<file path="src/rtl/multicycle_control_unit.sv">
// multicycle_control_unit: FETCH/DECODE/EXEC/MEM/WB sequencer for the multi-cycle RV32I core.
// Latency: branch/jump 3, ALU/LUI/AUIPC/store 4, load 5 cycles, plus one cycle per memory wait cycle.
// Backpressure: mem_req/mem_we/mem_size held until mem_ready; MEM_TIMEOUT_EN bounds each wait and traps.

module multicycle_control_unit #(
  parameter int CNT_W       = 32,
  parameter int MEM_TIMEOUT = 15,
  parameter int RESET_FETCH = 1
) (
  input  logic             clk,
  input  logic             rst,
  input  logic             go,
  input  logic [6:0]       opcode,
  input  logic [2:0]       funct3,
  input  logic [6:0]       funct7,
  input  logic             branch_taken,
  input  logic             mem_ready,
  output logic             mem_req,
  output logic             mem_we,
  output logic [2:0]       mem_size,
  output logic             ir_write,
  output logic             pc_write,
  output logic [1:0]       pc_src,
  output logic             alu_src,
  output logic [3:0]       alu_op,
  output logic             reg_write,
  output logic [1:0]       reg_write_src,
  output logic             trap,
  output logic [2:0]       state_o,
  output logic [CNT_W-1:0] instret
);

  typedef enum logic [2:0] {
    S_HALT   = 3'd0,
    S_FETCH  = 3'd1,
    S_DECODE = 3'd2,
    S_EXEC   = 3'd3,
    S_MEM    = 3'd4,
    S_WB     = 3'd5,
    S_TRAP   = 3'd6
  } state_t;

  // Registered Moore outputs; pc_write splits into an unconditional (jump)
  // part and a branch part that is gated by the live comparator result.
  typedef struct packed {
    logic       mem_req;
    logic       mem_we;
    logic [2:0] mem_size;
    logic [1:0] pc_src;
    logic       pc_write;
    logic       branch;
    logic       alu_src;
    logic [3:0] alu_op;
    logic       reg_write;
    logic [1:0] reg_write_src;
    logic       trap;
  } ctl_t;

  localparam ctl_t CTL_IDLE = '{mem_size: 3'b010, default: '0};

  localparam logic [6:0] OPC_LUI    = 7'b0110111;
  localparam logic [6:0] OPC_AUIPC  = 7'b0010111;
  localparam logic [6:0] OPC_JAL    = 7'b1101111;
  localparam logic [6:0] OPC_JALR   = 7'b1100111;
  localparam logic [6:0] OPC_BRANCH = 7'b1100011;
  localparam logic [6:0] OPC_LOAD   = 7'b0000011;
  localparam logic [6:0] OPC_STORE  = 7'b0100011;
  localparam logic [6:0] OPC_OP_IMM = 7'b0010011;
  localparam logic [6:0] OPC_OP     = 7'b0110011;
  localparam logic [6:0] OPC_FENCE  = 7'b0001111;
  localparam logic [6:0] OPC_SYSTEM = 7'b1110011;

  // ALU encoding: {alt, funct3}; alt selects SUB (funct3=000) or SRA (funct3=101)
  localparam logic [3:0] ALU_ADD = 4'b0000;
  localparam logic [3:0] ALU_SUB = 4'b1000;

  state_t     state;
  state_t     nxt;
  ctl_t       ctl_q;
  ctl_t       nxt_ctl;
  logic [6:0] op_q;
  logic [2:0] f3_q;
  logic       f7b5_q;
  logic [6:0] dec_op;
  logic [2:0] dec_f3;
  logic       dec_f7b5;
  logic       xfer_done;
  logic       timeout;
  logic       retire;

  function automatic logic is_legal(input logic [6:0] op);
    logic ok;
    case (op)
      OPC_LUI, OPC_AUIPC, OPC_JAL, OPC_JALR, OPC_BRANCH, OPC_LOAD,
      OPC_STORE, OPC_OP_IMM, OPC_OP, OPC_FENCE, OPC_SYSTEM: ok = 1'b1;
      default: ok = 1'b0;
    endcase
    return ok;
  endfunction

  // funct7[5] only means SUB for register ADD, and SRA/SRAI for right shifts;
  // ADDI with a negative immediate must stay ADD.
  function automatic logic [3:0] alu_sel(input logic [6:0] op, input logic [2:0] f3, input logic f7b5);
    logic [3:0] sel;
    case (op)
      OPC_OP:     sel = {f7b5 & ((f3 == 3'b000) | (f3 == 3'b101)), f3};
      OPC_OP_IMM: sel = {f7b5 & (f3 == 3'b101), f3};
      OPC_BRANCH: sel = ALU_SUB;
      default:    sel = ALU_ADD;
    endcase
    return sel;
  endfunction

  // Decode fields come straight from the IR while in DECODE, then from the latch.
  assign dec_op    = (state == S_DECODE) ? opcode    : op_q;
  assign dec_f3    = (state == S_DECODE) ? funct3    : f3_q;
  assign dec_f7b5  = (state == S_DECODE) ? funct7[5] : f7b5_q;
  assign xfer_done = ctl_q.mem_req & mem_ready;

`ifdef MEM_TIMEOUT_EN
  localparam int TO_W = (MEM_TIMEOUT < 1) ? 1 : $clog2(MEM_TIMEOUT + 1);
  logic [TO_W-1:0] wait_cnt;
  logic [5:0]      unused_bits;
  assign unused_bits = {funct7[6], funct7[4:0]};
  assign timeout = ctl_q.mem_req & ~mem_ready & (wait_cnt == TO_W'(MEM_TIMEOUT));

  // Count wait cycles of the current request; any state change starts a new request window.
  always_ff @(posedge clk) begin
    if (rst) begin
      wait_cnt <= '0;
    end else if (nxt != state) begin
      wait_cnt <= '0;
    end else if (ctl_q.mem_req & ~mem_ready) begin
      wait_cnt <= wait_cnt + TO_W'(1);
    end
  end
`else
  logic [6:0] unused_bits;
  assign unused_bits = {funct7[6], funct7[4:0], MEM_TIMEOUT[0]};
  assign timeout = 1'b0;
`endif

  // Next state and retirement strobe.
  always_comb begin
    nxt    = state;
    retire = 1'b0;
    case (state)
      S_HALT:   if (go) nxt = S_FETCH;
      S_FETCH: begin
        if (xfer_done)    nxt = S_DECODE;
        else if (timeout) nxt = S_TRAP;
      end
      S_DECODE: nxt = is_legal(opcode) ? S_EXEC : S_TRAP;
      S_EXEC: begin
        case (op_q)
          // FENCE/SYSTEM are legal but have no side effects in this core.
          OPC_BRANCH, OPC_JAL, OPC_JALR, OPC_FENCE, OPC_SYSTEM: begin
            nxt    = S_FETCH;
            retire = 1'b1;
          end
          OPC_LOAD, OPC_STORE: nxt = S_MEM;
          default:             nxt = S_WB;
        endcase
      end
      S_MEM: begin
        if (xfer_done) begin
          if (op_q == OPC_STORE) begin
            nxt    = S_FETCH;
            retire = 1'b1;
          end else begin
            nxt = S_WB;
          end
        end else if (timeout) begin
          nxt = S_TRAP;
        end
      end
      S_WB: begin
        nxt    = S_FETCH;
        retire = 1'b1;
      end
      default: nxt = S_TRAP;
    endcase
  end

  // Output values for the state being entered, registered alongside the state.
  always_comb begin
    nxt_ctl = CTL_IDLE;
    case (nxt)
      S_FETCH: nxt_ctl.mem_req = 1'b1;
      S_EXEC: begin
        nxt_ctl.alu_op  = alu_sel(dec_op, dec_f3, dec_f7b5);
        nxt_ctl.alu_src = (dec_op != OPC_OP) && (dec_op != OPC_BRANCH);
        case (dec_op)
          OPC_BRANCH: begin
            nxt_ctl.pc_src = 2'b01;
            nxt_ctl.branch = 1'b1;
          end
          OPC_JAL, OPC_JALR: begin
            nxt_ctl.pc_src        = (dec_op == OPC_JAL) ? 2'b01 : 2'b10;
            nxt_ctl.pc_write      = 1'b1;
            nxt_ctl.reg_write     = 1'b1;
            nxt_ctl.reg_write_src = 2'b10;
          end
          default: ;
        endcase
      end
      S_MEM: begin
        nxt_ctl.alu_op   = alu_sel(dec_op, dec_f3, dec_f7b5);
        nxt_ctl.alu_src  = 1'b1;
        nxt_ctl.mem_req  = 1'b1;
        nxt_ctl.mem_we   = (dec_op == OPC_STORE);
        nxt_ctl.mem_size = dec_f3;
      end
      S_WB: begin
        nxt_ctl.alu_op    = alu_sel(dec_op, dec_f3, dec_f7b5);
        nxt_ctl.alu_src   = (dec_op != OPC_OP);
        nxt_ctl.reg_write = 1'b1;
        if (dec_op == OPC_LOAD)     nxt_ctl.reg_write_src = 2'b01;
        else if (dec_op == OPC_LUI) nxt_ctl.reg_write_src = 2'b11;
        else                        nxt_ctl.reg_write_src = 2'b00;
      end
      S_TRAP: nxt_ctl.trap = 1'b1;
      default: ;
    endcase
  end

  // State, registered outputs, decode latch and retired-instruction counter.
  always_ff @(posedge clk) begin
    if (rst) begin
      state   <= (RESET_FETCH != 0) ? S_FETCH : S_HALT;
      ctl_q   <= CTL_IDLE;
      op_q    <= '0;
      f3_q    <= '0;
      f7b5_q  <= 1'b0;
      instret <= '0;
    end else begin
      state <= nxt;
      ctl_q <= nxt_ctl;
      if (state == S_DECODE) begin
        op_q   <= opcode;
        f3_q   <= funct3;
        f7b5_q <= funct7[5];
      end
      if (retire) instret <= instret + CNT_W'(1);
    end
  end

  assign mem_req       = ctl_q.mem_req;
  assign mem_we        = ctl_q.mem_we;
  assign mem_size      = ctl_q.mem_size;
  assign pc_src        = ctl_q.pc_src;
  assign alu_src       = ctl_q.alu_src;
  assign alu_op        = ctl_q.alu_op;
  assign reg_write     = ctl_q.reg_write;
  assign reg_write_src = ctl_q.reg_write_src;
  assign trap          = ctl_q.trap;
  assign state_o       = state;
  // Fetch completion writes IR and advances PC in the same cycle as the handshake.
  assign ir_write      = (state == S_FETCH) & xfer_done;
  assign pc_write      = ((state == S_FETCH) & xfer_done) | ctl_q.pc_write | (ctl_q.branch & branch_taken);

endmodule
</file>
<file path="config.mk">
export PLATFORM = sky130hd
export DESIGN_NAME = multicycle_control_unit
export DESIGN_NICKNAME = d
export VERILOG_FILES = /design/src/rtl/multicycle_control_unit.sv
export SDC_FILE = /design/constraint.sdc
export NUM_CORES = 1
export LEC_CHECK = 0
export CAP_MARGIN = 20
export CELL_PAD_IN_SITES_DETAIL_PLACEMENT = 1
export CELL_PAD_IN_SITES_GLOBAL_PLACEMENT = 2
export CORE_MARGIN = 3
export CORE_UTILIZATION = 30
export DETAILED_ROUTE_END_ITERATION = 6
export GPL_TIMING_DRIVEN = 0
export PLACE_DENSITY_LB_ADDON = 0.1
export SKIP_CTS_REPAIR_TIMING = 1
export SKIP_LAST_GASP = 1
export SLEW_MARGIN = 10
export SYNTH_ARGS = -nofsm -noshare
export SYNTH_HDL_FRONTEND = slang
export SYNTH_SLANG_ARGS = --single-unit
</file>
<file path="constraint.sdc">
create_clock -name clk -period 2.9 [get_ports clk]
set_input_delay 0.58 -clock clk [delete_from_list [all_inputs] [get_ports clk]]
set_output_delay 0.58 -clock clk [all_outputs]
set_load 0.02 [all_outputs]
</file>
# [Yosys cells after proc, flatten, opt, wreduce, memory -nomap -nowiden]
# Cells that the tools add are included.
[word_totals] ff_bits=64 wordCells=104
[op_classes] n_reduce_logical=10 mux=28 bitwise_logic=10 addsub=1 eq_ne=39
[op_table] operator="$eq A7 B7 Y1 const B" n=11
[op_table] operator="$eq A7 B6 Y1 const B" n=7
[op_table] operator="$add A32 B1 Y32 const B" n=1
[op_table] operator="$eq A7 B2 Y1 const B" n=3
[op_table] operator="$eq A7 B5 Y1 const B" n=3
[op_table] operator="$mux W3" n=7
[op_table] operator="$eq A3 B3 Y1 const B" n=6
[op_table] operator="$pmux W3 S6" n=1
[op_table] operator="$pmux W5 S3" n=1
[op_table] operator="$eq A7 B4 Y1 const B" n=2
[op_table] operator="$pmux W3 S2" n=2
[op_table] operator="$pmux W4 S3" n=1
[op_table] operator="$reduce_or A11 Y1" n=1
[op_table] operator="$mux W1" n=10
[op_table] operator="$reduce_or A2 Y1" n=5
[op_table] operator="$eq A3 B2 Y1 const B" n=3
[op_table] operator="$mux W7" n=1
[op_table] operator="$ne A7 B6 Y1 const B" n=1
[op_table] operator="$ne A7 B7 Y1 const B" n=1
[op_table] operator="$eq A3 B1 Y1 const B" n=2
[op_table] operator="$logic_not A3 Y1" n=2
[op_table] operator="$mux W2" n=3
[op_table] operator="$and A1 B1 Y1" n=5
[op_table] operator="$reduce_or A5 Y1" n=1
[op_table] operator="other kinds (5)" n=8

# [Longest topological paths before layout]
[logic_depth] ltp_word=9 ltp_mapped=8

# [Worst setup path after synthesis]
# OpenSTA, ideal clock, no wires.
[synth_path] path_kind="flip-flop to flip-flop" start="register state[1] (netlist: state_o[1])" end="register ctl_q, in the netlist alu_src" stages_incl_launch_ff=8 t_required_ps=2822 slack_ps=739 arrival_time_ps=2083 setup_ps=78 path_cell_list="dfxtp_1 -> buf_2 -> nor3b_1 -> buf_4 -> mux2_2 -> a22o_1 -> a2111o_1 -> a32oi_1"
[synth_between] elab_chain_len=5 elab_cells_between_ends=18
[synth_lines] item="start, declared" line="77" rtl="state_t state;"
[synth_lines] item="start signal, assigned" line="230" rtl="state <= (RESET_FETCH != 0) ? S_FETCH : S_HALT;"
[synth_lines] item="start signal, assigned" line="237" rtl="state <= nxt;"
[synth_lines] item="$eq A3 B2 Y1" line="115, 147"
[synth_lines] item="$mux W7"
[synth_lines] item="$ne A7 B6 Y1 or $ne A7 B7 Y1 (tied branches)" line="192, 216"
[synth_lines] item="$logic_and A1 B1 Y1" line="192" rtl="nxt_ctl.alu_src = (dec_op != OPC_OP) && (dec_op != OPC_BRANCH);"
[synth_lines] item="$pmux W5 S3 (*)" line="188" rtl="case (nxt)"
[synth_lines] item="end signal, assigned" line="238" rtl="ctl_q <= nxt_ctl;"
[synth_lines] item="end, declared" line="79" rtl="ctl_t ctl_q;"
# Every way passes the cells marked *; elsewhere a longest branch is shown, timed or not.
# A chain may end at the register's enable or synchronous reset.

# [Worst setup path after layout]
[layout_path] start="input port mem_ready" end="output port pc_write"
[layout_between] elab_chain_len=4
[layout_lines] item="start, declared" line="17" rtl="input logic mem_ready,"
[layout_lines] item="$and A1 B1 Y1" line="118" rtl="assign xfer_done = ctl_q.mem_req & mem_ready;"
[layout_lines] item="$and A1 B1 Y1" line="260" rtl="assign pc_write = ((state == S_FETCH) & xfer_done) | ctl_q.pc_write | (ctl_q.branch & branch_taken);"
[layout_lines] item="$or A1 B1 Y1 (2 in series)" line="260"
[layout_lines] item="end, declared" line="22" rtl="output logic pc_write,"
# No other way between the ends.

==> summary.md <==
| Metric | Value |
|---|---|
| Number of distinct library cells after synthesis | 57 |
| Worst-case clock buffer depth | 2 |
| Via count | 3392 |
| Layout Skew | approximately 0.0060 ns |
| Ports | 75 |
| Register area | 1280 um2 |
| Rows | 39 |
| Synth Instances | roughly 430 |
| Detail Placement HPWL | between 8 and 9 mm |
| Min Tclk post-route | ~2.8 ns |
| Share of cells above drive strength 1 | 0.153 |
| Syn_nets | between 400 and 500 |
| Final Hold Fails | 0 |
| Worst hold path class | flip-flop to flip-flop |
| Synthesis-stage register bit count | 64 |
| First-pass GRT wire length | 18.3 mm |
| DR WL/cell | roughly 17 um |
| Relative slew slack | 0.595 |
| Post-Route Setup TNS | 0 ns |
| Worst Path Arrival | about 2.3 ns |
| Port Buffers | between 60 and 70 |
| Post-route ant nets | 0 |
| Maximum VDD drop | 333 uV |
| Tot GR Track Use | 0.177 |
| Pwr Density | 523 nW/um2 |
| Initial core utilization | 0.309 |
| Commonest non-fill, non-tap cell in the layout | clkdlybuf4s50_1 |
| Antenna violations before repair | 0 |
| Final period utilization | 0.977 |
| Worst Max-Slew Pin Slew | slightly below 0.6 ns |
| Share of flip-flops with an asynchronous set or reset | 0 |
| Critical path fanouts, max | 4 |
| EDFF count, synth | 0 |
| GP Congestion | 0.813 |
| Crit path kind | primary input to output port |
| DRC Markers | 0 |
| CTS clock-pin slew for the worst setup and hold paths | ~0.05 ns |
| Vias/cell | just over 5 |
| Tot Pwr | 2.48 mW |
| Cell area after synthesis | 3560 um2 |
| Die X | 115 um |
| Max-cap check violation count | 0 |
| Die area | 13200 um2 |
| Fillers | around 1400 |
| Type of origin of the critical path | primary input |
| # diodes | 0 |
| Synthesis warning total | 0 |
| CTS Sinks | 64 |
| Max Clk Rate | about 0.35 GHz |
| Largest net degree at the start of global routing | 12 |
| Die height | 115 um |
| Initial DRC Count | around 130 |
| Worst EP required | 2.32 ns |
| 1st-pass router iterations | 4 |
| Final setup vio count | 0 |
| Seq/Total Area, Yosys | 0.360 |
| Worst skew pair latency | about 0.34 ns |
| CTS buffer count | 9 |
| Final wirelength | between 10 and 15 mm |
| Core area | 11500 um2 |
| H-tree depth | 3 |
| Synth-to-layout area growth | 32.9% |
| Leakage power | between 1.5 and 2 nW |
| Multi-input combinational cell area | about 2000 um2 |
| Slew Limit Fails | 0 |
| CTS tree | done |
| CP Capture Type | output port |
| RSZ-0062 raised after global routing | no |
| Nets | ~530 |
| Vias in the first global route | around 3500 |
| Root buf cell | clkbuf_16 |
| Commonest cells after routing, fill and taps aside | clkdlybuf4s50_1, dfxtp_1, nor2_1 |
| Average cell area after synthesis | 8.35 um2 |
| Grt total ovfl | 0 |
| Status | completed |
| Dominant synthesized flop cell | dfxtp_1 |
-- registers in the layout (all words and copies together) (netlist names) --
| register | count |
|---|---|
| instret | 32 |
| op_q | 7 |
| alu_op | 4 |
| f3_q | 3 |
| mem_size | 3 |
| state_o | 3 |
| ctl_q | 2 |
| pc_src | 2 |
| reg_write_src | 2 |
| alu_src | 1 |
| f7b5_q | 1 |
| mem_req | 1 |
| mem_we | 1 |
| reg_write | 1 |
| trap | 1 |
-- where the power goes --
| part | switching [mW] | internal, mW | leakage, nW |
|---|---|---|---|
| Combinational | 0.224 | 0.141 | 0.988 |
| Clock | 0.409 | 0.771 | 0.158 |
| Sequential | 0.0304 | 0.901 | 0.516 |
| Total | 0.664 | 1.81 | 1.66 |
-- worst max-delay path: stages --
cell	delay, ns
clkdlybuf4s50_1	0.48
and3b_1	0.22
and2_1	0.18
a211o_1	0.27
clkdlybuf4s50_1	0.53
-- Yosys cell counts (3+ instances only) --
cell	count	area, um2
dfxtp_1	64	1280
nor2_1	53	199
a21oi_1	33	165
nand2_1	33	124
mux2_2	32	360
nor2b_1	31	194
nand3_1	18	90.1
clkbuf_1	16	60.1
nand4_1	14	87.6
nor3_1	13	65.1
buf_4	12	90.1
nand2b_1	9	56.3
a211oi_1	8	60.1
and3_1	7	43.8
mux2i_1	7	70.1
inv_1	6	22.5
nor3b_1	5	37.5
a2111oi_0	4	35.0
buf_2	4	20.0
o21ai_0	4	20.0
or3_1	4	25.0
a211o_1	3	26.3
a41oi_1	3	26.3
buf_6	3	33.8
o21a_1	3	22.5
-- stage by stage --
stage	instance area, um2	utilization	cells	hold slack [ns]	setup slack, ns
after detailed placement	4410	0.383	637	0.454	-0.0515
after global routing	4730	0.411	653	0.492	0.00447
after global placement	4410	0.383	637	0.438	0.0221
after floorplan	3560	-	427	0.432	0.739
final	4730	0.411	653	0.457	0.0675
after CTS	4730	0.411	653	0.462	0.0504
-- metal layers --
metal	global-route usage	wire length, um	vias to the layer above
met4	0.0563	150	0
met5	0	0	-
met3	0.0337	347	9
met2	0.277	5100	64
li1	-	-	1682
met1	0.246	5670	1637
-- kinds of logic (layout without fill, tap and decap cells) --
family | Yosys count | count (layout) | share of synthesized area
multiplexers | 39 | 39 | 0.121
AND/OR/NAND/NOR | 203 | 203 | 0.297
AO/OA/AOI/OAI | 78 | 78 | 0.155
adder cells (fa/ha/maj) | 1 | 1 | 0.00351
buffers and inverters | 42 | 125 | 0.0646
flip-flops | 64 | 64 | 0.360
-- cell type report --
| cell class | instances | share of cell area |
|---|---|---|
| plain buffers | 36 | 0.0439 |
| repair buffers | 67 | 0.142 |
| clock buffers | 10 | 0.0505 |
| multi-input cells | 321 | 0.433 |
| inverters | 6 | 0.00476 |
| clock inverters | 6 | 0.0174 |
| well taps | 143 | 0.0378 |
| flip-flops and latches | 64 | 0.271 |
-- path summary, 6_finish.rpt --
kind         startpoint           to  slack (ns)  cells past startpoint
min reg2reg      f7b5_q       f7b5_q        0.46                      2
min              f7b5_q       f7b5_q        0.46                      2
max reg2reg  instret[2]  instret[15]        0.43                      6
max           mem_ready     pc_write        0.07                      5
Power figures use the tool's default switching activity.
